==> config.mk <==
export PLATFORM = sky130hd
export DESIGN_NAME = dualport_ram_be
export DESIGN_NICKNAME = d
export VERILOG_FILES = /design/src/rtl/dualport_ram_be.sv
export SDC_FILE = /design/constraint.sdc
export NUM_CORES = 1
export LEC_CHECK = 0
export ABC_AREA = 1
export CORE_MARGIN = 2
export CORE_UTILIZATION = 40
export CTS_BUF_LIST = sky130_fd_sc_hd__clkbuf_16
export CTS_CLUSTER_DIAMETER = 80
export DETAILED_ROUTE_END_ITERATION = 6
export DONT_BUFFER_PORTS = 1
export SLEW_MARGIN = 20
export SYNTH_ARGS = -nofsm -noshare
export SYNTH_HDL_FRONTEND = slang
export SYNTH_SLANG_ARGS = --single-unit
==> constraint.sdc <==
create_clock -name clk -period 5.71 [get_ports clk]
set_input_delay 1.4275 -clock clk [delete_from_list [all_inputs] [get_ports clk]]
set_output_delay 1.4275 -clock clk [all_outputs]
set_load 0.02 [all_outputs]
==> src/rtl/dualport_ram_be.sv <==
`default_nettype none
// ============================================================================
// Module   : dualport_ram_be
// Purpose  : Single-clock dual-port RAM with one byte-enabled write port and
//            one registered read port with a one-cycle r_valid strobe. After
//            every reset the array is zeroed by a counter-driven sweep and
//            init_busy stays high until the sweep has finished.
// Options  : DPRAM_BYPASS_EN - when defined, a read and a write to the same
//            address on the same edge return the merged word (written lanes
//            from w_data, other lanes from memory). When undefined, the read
//            returns the old memory word (read-before-write).
// Revision : 1.0 - initial release
// ============================================================================
module dualport_ram_be #(
  parameter int DATA_WIDTH = 32,
  parameter int BYTE_W     = 8,
  parameter int DEPTH      = 16,
  localparam int NB        = DATA_WIDTH / BYTE_W,
  localparam int AW        = $clog2(DEPTH)
) (
  input  logic                  clk,
  input  logic                  rst,
  input  logic                  w_en,
  input  logic [AW-1:0]         w_addr,
  input  logic [DATA_WIDTH-1:0] w_data,
  input  logic [NB-1:0]         w_be,
  input  logic                  r_en,
  input  logic [AW-1:0]         r_addr,
  output logic [DATA_WIDTH-1:0] r_data,
  output logic                  r_valid,
  output logic                  init_busy
);

  typedef enum logic [0:0] {
    CLEAR = 1'b0,
    READY = 1'b1
  } state_e;

  state_e                  state_q;
  logic [AW-1:0]           clr_cnt_q;
  logic                    r_valid_q;
  logic [DATA_WIDTH-1:0]   r_data_q;
  logic [DATA_WIDTH-1:0]   r_data_d;
  logic [DATA_WIDTH-1:0]   mem_q [DEPTH];

`ifdef DPRAM_BYPASS_EN
  logic collide_d;
  assign collide_d = w_en && (w_addr == r_addr);

  // Merge the in-flight write into the read word lane by lane on a collision.
  for (genvar l = 0; l < NB; l++) begin : g_lane
    assign r_data_d[l*BYTE_W +: BYTE_W] = (collide_d && w_be[l])
                                        ? w_data[l*BYTE_W +: BYTE_W]
                                        : mem_q[r_addr][l*BYTE_W +: BYTE_W];
  end
`else
  // Plain read of the stored word; a same-edge write lands after this sample.
  assign r_data_d = mem_q[r_addr];
`endif

  // Control FSM: clear sweep sequencing and the registered read port.
  always_ff @(posedge clk) begin
    if (rst) begin
      state_q   <= CLEAR;
      clr_cnt_q <= '0;
      r_valid_q <= 1'b0;
      r_data_q  <= '0;
    end else begin
      case (state_q)
        CLEAR: begin
          r_valid_q <= 1'b0;
          clr_cnt_q <= clr_cnt_q + 1'b1;
          if (clr_cnt_q == AW'(DEPTH - 1)) begin
            state_q <= READY;
          end
        end
        READY: begin
          r_valid_q <= r_en;
          if (r_en) begin
            r_data_q <= r_data_d;
          end
        end
        default: begin
          state_q   <= CLEAR;
          clr_cnt_q <= '0;
          r_valid_q <= 1'b0;
        end
      endcase
    end
  end

  // Storage array: zeroed by the sweep, then byte-lane writes in READY.
  always_ff @(posedge clk) begin
    if (!rst) begin
      if (state_q == CLEAR) begin
        mem_q[clr_cnt_q] <= '0;
      end else if (w_en) begin
        for (int i = 0; i < NB; i++) begin
          if (w_be[i]) begin
            mem_q[w_addr][i*BYTE_W +: BYTE_W] <= w_data[i*BYTE_W +: BYTE_W];
          end
        end
      end
    end
  end

  assign r_data    = r_data_q;
  assign r_valid   = r_valid_q;
  assign init_busy = (state_q == CLEAR);

endmodule
`default_nettype wire

### Word-level counts from Yosys, hierarchy flattened

Memory sizes are Yosys's and may differ from the RTL's. A register that Yosys moved wholly into a read port is not among the register bits.
Index checks and enable logic that the tools add are counted.

| cells by class | value |
|---|---|
| multiply operators | 0 |
| eq/ne operators | 1 |
| shift-type cells | 0 |
| divide/modulo/power cells | 0 |
| add/sub/neg operators | 1 |
| order comparisons | 0 |
| multiplexer cells | 29 |
| reduce and logical (&&, ||, !) cells | 2 |
| bitwise logic cells | 1 |

Operators by type and width:

| operator | count |
|---|---|
| 32-bit two-way mux | 1 |
| 32-bit OR reduction | 1 |
| 1-bit two-way mux | 25 |
| 4-bit two-way mux | 2 |
| 4-bit by 1-bit adder with 4-bit output, second input constant | 1 |
| 4-bit == test, second input constant | 1 |
| 1-bit one-hot mux with 2 select lines | 1 |
| 2-bit AND reduction | 1 |
| 1-bit inverter | 1 |

| word-level totals | value |
|---|---|
| logic and storage cells | 38 |
| bits in latches | 0 |
| bits in writable memories | 512 |
| ROM bits | 0 |
| bits in registers | 6 |
| bits of input ports | 48 |
| output and inout port bits | 34 |
| memories | 1 |

Memories:

| memory | depth | width | rd ports | clocked after memory_dff | write ports | line | RTL |
|---|---|---|---|---|---|---|---|
| mem_q | 16 | 32 | 1 | 1 | 1 | 44 | `logic [DATA_WIDTH-1:0] mem_q [DEPTH];` |

### Logic depth before layout (Yosys ltp)

| depth | value |
|---|---|
| word-level depth | 7 |
| mapped depth | 12 |
| mapped depth without buffers | 10 |

### Worst setup path after synthesis

Ideal clock, no wire load.

| timing path | value |
|---|---|
| path type | in2reg |
| from | in w_be[1] |
| to | mem mem_q[0][0] (enable) |
| data required time | 5.340 ns |
| path slack | 2.708 ns |
| data arrival time | 2.632 ns |
| cell stages on the path | 7 |
| path through | o211ai_4 > nand2_2 > nand2_1 > nand2_2 > nor2_4 > nand2_2 > nor2_1 |

| on the way | value |
|---|---|
| longest elaborated chain between the ends | 7 |

RTL lines:

| what | line | RTL |
|---|---|---|
| start, declared | 26 | `input logic [NB-1:0] w_be,` |
| 1-bit two-way mux * | 99 | `if (w_be[i]) begin` |
| 1-bit two-way mux * | 97 | `end else if (w_en) begin` |
| 1-bit two-way mux * | 95 | `if (state_q == CLEAR) begin` |
| 1-bit two-way mux * | 94 | `if (!rst) begin` |
| 1-bit two-way mux (not written as such) * | 100 | `mem_q[w_addr][i*BYTE_W +: BYTE_W] <= w_data[i*BYTE_W +: BYTE_W];` |
| 32-bit OR reduction (no line) * | n/a |  |
| 4-bit two-way mux (no line) | n/a |  |
| end, declared | 44 |  |

Mark *: on every way between the ends. The rest lies on a longest branch, timed or not.

### Worst setup path in the final report

| timing path | value |
|---|---|
| from | in rst |
| to | mem mem_q[15][17], data pin |

| on the way | value |
|---|---|
| longest elaborated chain between the ends | 4 |

RTL lines:

| what | line | RTL |
|---|---|---|
| start, declared | 22 | `input logic rst,` |
| 1-bit two-way mux | 94 |  |
| 1-bit two-way mux (not written as such) | 100 |  |
| 32-bit OR reduction (no line) * | n/a |  |
| 32-bit two-way mux (no line) * | n/a |  |

Marks and branches as above.

==> metrics.cfg <==
[run_status]
status = complete, no violations

[sta]
setup_violations = 0
setup_ws_ns = 2.03
fin_setup_tns_ns = 0
fin_crit_sh = 0.645
max_freq_mhz = 271
finalClockSkew_ns = 0.0290
rsz0062_at_grt = false
relSlewSlack = 0.208
hold_viol = 0
fin_crit_ns = 3.68
worst_pin_slew_ns = 1.18
slew_viol_final = 0

[detailed_routing]
vias = 14900
via_per_inst = 5.28
first_pass_iters = 5
drt-initial-drc-count = 1491
drc_errors = 0
wl_per_cell_um = 21.2
wl_um = 59800
final_antenna_net_count = 0

[floorplanning]
rows = 87
die_area_um2 = 58400
ios = 82
core_area_um2 = 56200
die_h_um = 242
start_util = 0.402
die_w_um = 242

[worst_setup_path]
arrival_ns = 3.97
cp_slowest_cell = nor2_1
slowest_delay_ns = 0.74
cp_num_buf_inv = 3
cp_common_cell = nand2_2
reg2reg_slack_ns = 2.38
critical_path.top_delay_family = buffers and inverters
cp_max_fo = 40
startpoint_type = input pin
worstPathCellList = inv_1 > nand2_2 > nor2_4 > o21ai_4 > nand2_2 > clkinv_1 > buf_4 > nor2_1
worstPathRequired_ns = 5.99
end_kind = flop
path_class = input pin to flop

[clock_network]
post_cts_buffers = 0
ctsHoldBuffers = 0
ctsHtreeMaxLevel = 2
cts_resized = 0
clockRootBuffer = clkbuf_16
insertion_delay_ns = 0.61
clkTransAtPathRegs_ns = 0.06
cts_made_buffers = 56
cts_tree = yes
numClockSinks = 550
clockBufferDepth = 3

[logic_synthesis]
seq_area_frac_synth = 0.714
synth.avg_cell_area_um2 = 11.0
synthMuxAreaShare = 0
synth_cell_type_count = 23
synth_nets = 2094
synth_adder_area_share = 0.000554
ys_warn_count = 0
synthCells = 2045
synth_top_family_by_area = simple AND/OR/NAND/NOR gates
synth_compound_area_frac = 0.0182
synth_seq_cells = 550
synth_area_um2 = 22600
synth_xor_xnor_area_share = 0
yosys.area_share.simple = 0.230

[pwr]
finalPower_mw = 8.53
vdd_drop_max_v = 0.000236
p_leak_nw = 9.55
power.density_nw_per_um2 = 338

[hold_path]
hp-class = flop to flop

[placement]
dp_hpwl_um = 32500
place_area_um2 = 23300
pre_cts_slack_ns = 1.43
portBuffers = 0
gp_congestion = 0.847

[finish]
layout_commonest_cell = nand2_1
design_area_um2 = 25300
drive_above_1_share = 0.0855
area_delta_synth_final_pct = 11.9
nets = 2073
nFillCells = 5131
mostFrequentLayoutCells = nand2_1 (621), edfxtp_1 (512), nand3_1 (389)
diodes = 0
post-route-util = 0.450

[grt]
overflow = 0
grt_pass1_vias = 14100
use_met1 = 0.279
use_met2 = 0.330
grt_max_degree = 258
top_usage_layer = met2
grt_use_total = 0.202
gr-usage-met3 = 0.0314
antenna_found_initial = 0
grt_first_pass_wirelength_um = 88700

[run]
timing.max_cap.violations = 0

## through the flow
stage | std cells | hold WS, ns
CTS | 2826 | 0.551
global placement | 2722 | 0.542
detailed placement | 2722 | 0.545
finish | 2826 | 0.551
floorplan | 2045 | 0.491
global route | 2826 | 0.590
## tightest hold or removal path, stage by stage (launching register included)
cell and delay (ns):
dfxtp_1 0.34, nor2_1 0.11, nor3_1 0.05
## state kept, by name, indices dropped and copies added (netlist names)
name and flops:
mem_q 512, r_valid 1, clr_cnt_q 4, r_data 32, state_q 1
## routing by layer
metal / vias to the layer above / share of wire / routed length, um
met5: - / 0 / 0
met4: 0 / 0.025 / 1470
met3: 96 / 0.066 / 3920
met2: 497 / 0.48 / 28500
met1: 7362 / 0.43 / 25900
li1: 6955 / - / -
## logic make-up (layout without fill, tap and decap cells)
group | after synthesis | count (layout)
flops | 550 | 550
fa+ha+maj | 1 | 1
compound gates | 75 | 75
buf+inv | 203 | 228
simple gates | 1216 | 1216
## report_power, final
group | switching [mW] | internal [mW]
clock network | 1.53 | 2.27
logic | 0.229 | 0.0991
registers | 0.0110 | 4.39
total | 1.77 | 6.76
## worst paths after layout
kind / depth (start not counted) / start / to
worst max-delay path: 8 / rst / mem_q[15][17]$_DFFE_PP_
worst max register to register: 7 / state_q$_SDFF_PP0_ / mem_q[15][17]$_DFFE_PP_
worst min-delay path: 2 / clr_cnt_q[0]$_SDFFE_PP0N_ / clr_cnt_q[0]$_SDFFE_PP0N_
worst min register to register: 2 / clr_cnt_q[0]$_SDFFE_PP0N_ / clr_cnt_q[0]$_SDFFE_PP0N_
## cells in the mapped netlist (all sizes together)
cell      n  share of area
nor2    175          0.032
inv      81          0.013
o41ai     1        0.00039
o21ai    34         0.0080
clkbuf   41         0.0068
ha        1        0.00055
nand3   389          0.086
a31oi     1        0.00028
o211ai    2         0.0013
dfxtp    38          0.034
buf      81          0.017
a21oi    37         0.0082
nand2   647           0.11
edfxtp  512           0.68
nor3      5         0.0011
## layout make-up
type | count | area (um^2) | area share
timing repair buffer | 43 | 335 | 0.0133
tap | 756 | 946 | 0.0374
clock buffer | 57 | 1430 | 0.0564
multi-input combinational | 1292 | 5620 | 0.222
inverter | 81 | 312 | 0.0123
clock inverter | 47 | 500 | 0.0198
sequential | 550 | 16100 | 0.638
(Power assumes the default switching activity.)
